**src/rtl/ps2_host_tx.sv**
```systemverilog
// PS/2 host-to-device command transmitter: inhibits the bus, sends start/8 data/odd parity/stop
// on device clock falls, then checks the device ACK. Outputs are open-collector drive-low enables.
module ps2_host_tx #(
    parameter int INHIBIT_CYCLES = 2500,
    parameter int START_LEAD     = 25,
    parameter int TIMEOUT_CYCLES = 375000,
    parameter int FILTER_LEN     = 8
) (
    input  logic       clock_25,
    input  logic       reset,
    input  logic       ps2_clk_i,
    input  logic       ps2_dat_i,
    output logic       ps2_clk_oe,
    output logic       ps2_dat_oe,
    input  logic       tx_valid,
    input  logic [7:0] tx_data,
    output logic       tx_ready,
    output logic       tx_busy,
    output logic       tx_done,
    output logic       tx_error
);

    localparam int FW = $clog2(FILTER_LEN + 1);
    localparam logic [FW-1:0] FLT_LAST  = FW'(FILTER_LEN - 1);
    localparam logic [19:0]   START_AT  = 20'(INHIBIT_CYCLES - START_LEAD - 1);
    localparam logic [19:0]   INH_LAST  = 20'(INHIBIT_CYCLES - 1);
    localparam logic [19:0]   TO_LAST   = 20'(TIMEOUT_CYCLES - 1);

    typedef enum logic [2:0] {
        S_IDLE,
        S_INHIBIT,
        S_DATA,
        S_ACK,
        S_WAIT_IDLE
    } state_t;

    state_t        state;
    logic [1:0]    clk_sync;
    logic [1:0]    dat_sync;
    logic [FW-1:0] clk_fcnt;
    logic [FW-1:0] dat_fcnt;
    logic          clk_filt;
    logic          dat_filt;
    logic          clk_filt_q;
    logic          fall;
    logic          timed_out;
    logic [19:0]   cnt;
    logic [3:0]    idx;
    logic [9:0]    frame;
    logic          err_flag;

    // Lines idle high, so synchronizers and filters come out of reset at 1.
    always_ff @(posedge clock_25) begin
        if (reset) begin
            clk_sync   <= 2'b11;
            dat_sync   <= 2'b11;
            clk_fcnt   <= '0;
            dat_fcnt   <= '0;
            clk_filt   <= 1'b1;
            dat_filt   <= 1'b1;
            clk_filt_q <= 1'b1;
        end else begin
            clk_sync   <= {clk_sync[0], ps2_clk_i};
            dat_sync   <= {dat_sync[0], ps2_dat_i};
            clk_filt_q <= clk_filt;

            if (clk_sync[1] == clk_filt) begin
                clk_fcnt <= '0;
            end else if (clk_fcnt == FLT_LAST) begin
                clk_filt <= clk_sync[1];
                clk_fcnt <= '0;
            end else begin
                clk_fcnt <= clk_fcnt + 1'b1;
            end

            if (dat_sync[1] == dat_filt) begin
                dat_fcnt <= '0;
            end else if (dat_fcnt == FLT_LAST) begin
                dat_filt <= dat_sync[1];
                dat_fcnt <= '0;
            end else begin
                dat_fcnt <= dat_fcnt + 1'b1;
            end
        end
    end

    assign fall      = clk_filt_q & ~clk_filt;
    assign timed_out = (state == S_DATA || state == S_ACK || state == S_WAIT_IDLE) && (cnt == TO_LAST);
    assign tx_busy   = ~tx_ready;

    // Handshake: a byte is taken on any cycle where tx_valid & tx_ready; tx_ready is a register
    // that stays low through the tx_done cycle and returns one cycle later.
    always_ff @(posedge clock_25) begin
        if (reset) begin
            state      <= S_IDLE;
            cnt        <= '0;
            idx        <= '0;
            frame      <= '0;
            err_flag   <= 1'b0;
            ps2_clk_oe <= 1'b0;
            ps2_dat_oe <= 1'b0;
            tx_ready   <= 1'b1;
            tx_done    <= 1'b0;
            tx_error   <= 1'b0;
        end else begin
            tx_done  <= 1'b0;
            tx_error <= 1'b0;
            if (timed_out) begin
                ps2_clk_oe <= 1'b0;
                ps2_dat_oe <= 1'b0;
                tx_done    <= 1'b1;
                tx_error   <= 1'b1;
                state      <= S_IDLE;
            end else begin
                case (state)
                    S_IDLE: begin
                        ps2_clk_oe <= 1'b0;
                        ps2_dat_oe <= 1'b0;
                        if (!tx_ready) begin
                            tx_ready <= 1'b1;
                        end else if (tx_valid) begin
                            frame      <= {1'b1, ~^tx_data, tx_data};
                            cnt        <= '0;
                            err_flag   <= 1'b0;
                            tx_ready   <= 1'b0;
                            ps2_clk_oe <= 1'b1;
                            state      <= S_INHIBIT;
                        end
                    end
                    S_INHIBIT: begin
                        cnt <= cnt + 1'b1;
                        if (cnt == START_AT) ps2_dat_oe <= 1'b1;
                        if (cnt == INH_LAST) begin
                            ps2_clk_oe <= 1'b0;
                            cnt        <= '0;
                            idx        <= '0;
                            state      <= S_DATA;
                        end
                    end
                    S_DATA: begin
                        cnt <= cnt + 1'b1;
                        if (fall) begin
                            cnt        <= '0;
                            ps2_dat_oe <= ~frame[0];
                            frame      <= {1'b0, frame[9:1]};
                            idx        <= idx + 1'b1;
                            if (idx == 4'd9) state <= S_ACK;
                        end
                    end
                    S_ACK: begin
                        cnt <= cnt + 1'b1;
                        if (fall) begin
                            err_flag <= dat_filt;
                            cnt      <= '0;
                            state    <= S_WAIT_IDLE;
                        end
                    end
                    S_WAIT_IDLE: begin
                        cnt <= cnt + 1'b1;
                        if (fall) cnt <= '0;
                        if (clk_filt && dat_filt) begin
                            tx_done  <= 1'b1;
                            tx_error <= err_flag;
                            state    <= S_IDLE;
                        end
                    end
                    default: state <= S_IDLE;
                endcase
            end
        end
    end

endmodule

```
**config.mk**
```make
export PLATFORM = sky130hd
export DESIGN_NAME = ps2_host_tx
export DESIGN_NICKNAME = d
export VERILOG_FILES = /design/src/rtl/ps2_host_tx.sv
export SDC_FILE = /design/constraint.sdc
export NUM_CORES = 1
export LEC_CHECK = 0
export CAP_MARGIN = 20
export CORE_MARGIN = 5
export CORE_UTILIZATION = 25
export DETAILED_ROUTE_END_ITERATION = 16
export HOLD_SLACK_MARGIN = 0.03
export PLACE_DENSITY = 0.49
export REMOVE_ABC_BUFFERS = 1
export SYNTH_ARGS = -nofsm -noshare
export SYNTH_HDL_FRONTEND = slang
export SYNTH_SLANG_ARGS = --single-unit
```
**constraint.sdc**
```tcl
create_clock -name clock_25 -period 2.05 [get_ports clock_25]
set_input_delay 0.41 -clock clock_25 [delete_from_list [all_inputs] [get_ports clock_25]]
set_output_delay 0.41 -clock clock_25 [all_outputs]
set_load 0.01 [all_outputs]
```
# [Yosys cells after proc, flatten, opt, wreduce, memory -nomap -nowiden]
# Cells that the tools add are included.
[word_totals] latchBits=0 ramBits=0 wordCells=113 n_memories=0 inputBits=13 out_inout_bits=6 mem_bits_ro=0 ff_bits=58
[op_classes] mux=39 n_reduce_logical=26 n_shift=0 n_mul=0 div=0 magnitude_cmp=0 bitwise_logic=7 eq_ne=20 n_addsub=4
[op_table] cell="20-bit two-way mux" count=4
[op_table] cell="20-bit one-hot mux with 3 select lines" count=1
[op_table] cell="20-bit by 12-bit equality test with 1-bit output (second input constant)" count=2
[op_table] cell="10-bit two-way mux" count=3
[op_table] cell="3-bit two-way mux" count=7
[op_table] cell="20-bit by 1-bit adder with 20-bit output (second input constant)" count=1
[op_table] cell="20-bit by 19-bit equality test with 1-bit output (second input constant)" count=1
[op_table] cell="10-bit one-hot mux with 2 select lines" count=1
[op_table] cell="1-bit two-way mux" count=16
[op_table] cell="3-bit one-hot mux with 5 select lines" count=1
[op_table] cell="4-bit by 1-bit adder with 4-bit output (second input constant)" count=3
[op_table] cell="2-bit inequality test (second input constant)" count=6
[op_table] cell="5-bit AND reduction" count=2
[op_table] cell="3-bit OR reduction" count=3
[op_table] cell="4-bit by 3-bit equality test with 1-bit output (second input constant)" count=2
[op_table] cell="4-bit two-way mux" count=2
[op_table] cell="4-bit one-hot mux with 2 select lines" count=1
[op_table] cell="2-bit AND reduction" count=4
[op_table] cell="4-bit AND reduction" count=2
[op_table] cell="2-bit nonzero test" count=4
[op_table] cell="8-bit XNOR reduction" count=1
[op_table] cell="7-bit AND reduction" count=1
[op_table] cell="3-bit by 2-bit equality test with 1-bit output (second input constant)" count=2
[op_table] cell="1-bit inverter" count=6
[op_table] cell="other kinds (14)" count=20

# [Depth between registers and ports, before layout]
[logic_depth] ltp_word=6 mapped_depth=7 ltp_nobuf=7

# [Worst setup path after synthesis]
# Ideal clock, no wire load.
[synth_timing] path_kind="register -> register" start="reg state[0]" end="reg cnt[1]" setup_slack_ns=0.101 setup_ns=0.079 t_required_ns=1.971 t_arrival_ns=1.869 synth_period_minus_slack_ns=1.949 path_stages_with_launch=7 n_path_buf=1 path_cell_list="dfxtp_1 > or3b_4 > a211oi_4 > a21oi_2 > a31o_1 > buf_6 > a211oi_2"
[synth_via] elab_chain_cells=6 word_cells_on_any_way=15 classes_between="eq/ne: 6; mux: 1; bitwise: 1; reduce/logical: 7"
[synth_rtl] item="from (decl)" line="37" text="state_t state;"
[synth_rtl] item="from (signal assigned)" line="95" text="state <= S_IDLE;"
[synth_rtl] item="from (signal assigned)" line="113" text="state <= S_IDLE;"
[synth_rtl] item="from (signal assigned)" line="127" text="state <= S_INHIBIT;"
[synth_rtl] item="branches (longest 6 deep; another with 4-bit AND reduction)"
[synth_rtl] item="to (signal assigned)" line="131" text="cnt <= cnt + 1'b1;"
[synth_rtl] item="to (signal assigned)" line="141" text="cnt <= cnt + 1'b1;"
[synth_rtl] item="to (signal assigned)" line="151" text="cnt <= cnt + 1'b1;"
[synth_rtl] item="to (decl)" line="47" text="logic [19:0] cnt;"
# Several ways; the timed one is not identified.
# A chain may end at the register's enable or synchronous reset.

# [Final worst setup path]
[layout_timing] start="reg state[1]" end="reg cnt[13]"
# The elaborated chain is that of the path after synthesis.

==> summary.md <==
| Metric | Value |
|---|---|
| Total wire length after detailed routing | `between 6000 and 7000 um` |
| Die H | `117 um` |
| Maximum capacitance violations | `0` |
| Core utilization of the finished layout | `0.336` |
| PnR worst setup slack | `0.107 ns` |
| Kind of launch point of the worst setup path | `flop` |
| Number of flops mapped to enable cells by yosys | `0` |
| Core Rows | `39` |
| Crit share post-route | `0.948` |
| Unique cell type count in the Yosys netlist | `58` |
| Setup violators final | `0` |
| Fraction of registers with async set or reset after synthesis | `0` |
| Count of pins over their slew limit | `0` |
| Deepest level of the CTS H-tree | `3` |
| I/O pin total | `19` |
| Static power due to leakage | `1.40 nW` |
| Ant. Diodes | `0` |
| DRC violation count after routing | `0` |
| Data required time of the worst path | `2.31 ns` |
| Count of routing violations after the opening detailed-route iteration | `107` |
| Final Skew | `0.00591 ns` |
| Number of nets still failing antenna checks after routing | `0` |
| Largest net degree at the start of global routing | `19` |
| Class of the most critical setup path | `flop to flop` |
| Most frequently used flop master after synthesis | `sky130_fd_sc_hd__dfxtp_1` |
| Count of warnings emitted by yosys | `0` |
| Instance area after placement | `3450 um2` |
| Share of layout cells above drive strength 1 | `0.204` |
| Post-Syn Area per Cell | `between 8 and 9 um2` |
| Total congestion overflow after global routing | `0` |
| DR vias/cell | `4.72` |
| Number of sinks on the clock net | `between 50 and 60` |
| Wire length of the first global-routing pass | `11700 um` |
| Post-route setup TNS | `0 ns` |
| Full die area | `roughly 14000 um2` |
| Actual slew at the worst max-slew pin | `0.396 ns` |
| Via total after detailed routing | `approximately 2500` |
| Final net count | `402` |
| Number of synthesized register bits | `58` |
| Critical path fanouts, max | `7` |
| Antenna violations before repair | `0` |
| Status | `complete, no violations` |
| Normalized max-slew margin | `0.734` |
| Detailed Place HPWL | `5140 um` |
| Count of input and output buffers | `18` |
| Crit. End Element | `flop` |
| Max Fclk | `515 MHz` |
| Type of the worst min-delay path | `flop to flop` |
| Initial Utilization | `0.252` |
| Period minus WS final | `1.94 ns` |
| Number of placed cells counting well taps | `slightly above 500` |
| Crit path arrival time | `2.20 ns` |
| Worst hold-check slack | `a little over 0.4 ns` |
| Clock insertion delay at the later pin of the skew report | `0.33 ns` |
| Detailed-router iteration count before antenna repair | `4` |
| Worst slack, placed | `-0.185 ns` |
| Seq/Total Area, Yosys | `0.408` |
| Core outline area | `approximately 11000 um2` |
| Width of the die | `~120 um` |
| Cell Area, Synth | `2850 um2` |
| Peak supply drop | `0.000419 V` |
| Wire length per cell after detailed routing | `13.1 um` |
| Final Instance Area | `3790 um2` |
| CTS tree | `yes` |
| Overall power | `4.09 mW` |
| Final hold violation count | `0` |
| TritonCTS buffer count | `9` |
| Clock-pin slew on the worst setup and hold paths | `0.06 ns` |
| Unrepaired setup endpoints after global routing | `no` |
| Ratio of total power to cell area | `approximately 1100 nW/um2` |
| Global placement routability congestion | `0.843` |
| Area growth from synthesis to layout | `33.3%` |
| Total routing resource utilization after global routing | `0.109` |
| Via count of the first global-routing pass | `2388` |
| Synthesized instance count | `roughly 330` |
| Buffer levels on the longest clock path | `2` |
| Root buf cell | `sky130_fd_sc_hd__clkbuf_16` |
| Post-route non-filler standard cell count | `about 530` |
[metal layers]
metal / track usage / wire length [um] / vias to the layer above
met2: 0.157 / 3030 / 42
li1: - / - / 1280
met4: 0.0635 / 201 / 0
met1: 0.150 / 3550 / 1167
met3: 0.0223 / 197 / 18
met5: 0 / 0 / -
[state kept, by name, summed over array words and instances (netlist names), 2 cells and up]
register  cells
clk_fcnt      4
frame        10
dat_sync      2
idx           4
clk_sync      2
dat_fcnt      4
state         3
cnt          20
[repair_timing]
item,4_1_cts,5_1_grt
endpoints found under the setup margin,0,17
endpoints found under the hold margin,0,0
buffers inserted,0,0
hold buffers,0,0
gates resized for setup,0,5
[cells in the mapped netlist (all sizes together), types with 2 or more instances]
cell	instances	area share
nor2	40	0.053
inv	5	0.0066
nand2b	9	0.020
nor3	15	0.028
or2	7	0.015
mux2i	2	0.0070
nor4	7	0.015
and2	3	0.0066
clkbuf	9	0.012
nor2b	2	0.0044
a21oi	12	0.022
or3b	3	0.010
nand4b	2	0.0062
nand4	6	0.013
nor3b	2	0.0070
a31oi	4	0.0088
nand3	11	0.019
xor2	6	0.018
a211oi	4	0.017
a31o	2	0.0062
and3	7	0.015
nand2	39	0.051
a311oi	10	0.031
o21a	2	0.0053
dfxtp	58	0.41
o21ai	4	0.0070
ha	6	0.026
xnor2	24	0.074
nand3b	3	0.0079
buf	6	0.012
[final timing paths]
kind / slack [ns] / start / depth (start not counted) / to
setup / recovery: 0.11 / state[1]$_SDFFE_PP0P_ / 7 / cnt[13]$_SDFFE_PP0P_
hold / removal: 0.41 / dat_sync[0]$_SDFF_PP1_ / 1 / dat_sync[1]$_SDFF_PP1_
setup reg to reg: 0.11 / state[1]$_SDFFE_PP0P_ / 7 / cnt[13]$_SDFFE_PP0P_
hold reg to reg: 0.41 / dat_sync[0]$_SDFF_PP1_ / 1 / dat_sync[1]$_SDFF_PP1_
[layout by cell type, fill, tap and decap left out, drive strengths merged, types with 4 or more instances in the layout]
cell | Yosys | final
ha | 6 | 6
and3 | 7 | 7
clkbuf | 9 | 9
a21oi | 12 | 12
a31oi | 4 | 4
a311oi | 10 | 10
a211oi | 4 | 4
clkdlybuf4s50 | 0 | 18
xnor2 | 24 | 24
nand3 | 11 | 11
nor4 | 7 | 7
inv | 5 | 6
dfxtp | 58 | 58
nand2b | 9 | 9
o21ai | 4 | 4
or2 | 7 | 7
nor2 | 40 | 40
nor3 | 15 | 15
nand4 | 6 | 6
buf | 6 | 40
xor2 | 6 | 6
nand2 | 39 | 39
[kinds of logic after synthesis]
| family | count (synthesis) | share of synthesized area |
|---|---|---|
| DFF | 58 | 0.408 |
| adders and majority gates | 6 | 0.0264 |
| buffers and inverters | 20 | 0.0308 |
| xor gates and xnor gates | 30 | 0.0923 |
| AOI/OAI and AO/OA | 50 | 0.140 |
| muxes | 3 | 0.0110 |
| and+or+nand+nor | 162 | 0.292 |
[layout make-up]
| cell class | count | area [um2] |
|---|---|---|
| clock buffers | 9 | 225 |
| clock inverters | 7 | 103 |
| fillers | 1153 | 7480 |
| inverters | 5 | 18.8 |
| multi-input cells | 251 | 1610 |
| flip-flops and latches | 58 | 1160 |
| well taps | 143 | 179 |
| repair buffers | 58 | 493 |
[critical path, cell delays in order, from the launching register on]
cell	delay, ns
sky130_fd_sc_hd__dfxtp_1	0.36
sky130_fd_sc_hd__or3b_4	0.44
sky130_fd_sc_hd__a211oi_4	0.26
sky130_fd_sc_hd__buf_4	0.16
sky130_fd_sc_hd__a21oi_2	0.06
sky130_fd_sc_hd__a31o_2	0.31
sky130_fd_sc_hd__buf_4	0.18
sky130_fd_sc_hd__nor2_1	0.10
[power by group]
part	total, mW	switching, mW	internal, mW
clock network	1.64	0.567	1.07
registers	1.35	0.0988	1.25
logic	1.10	0.577	0.523
Note: power is estimated with default switching activity, not from simulation.
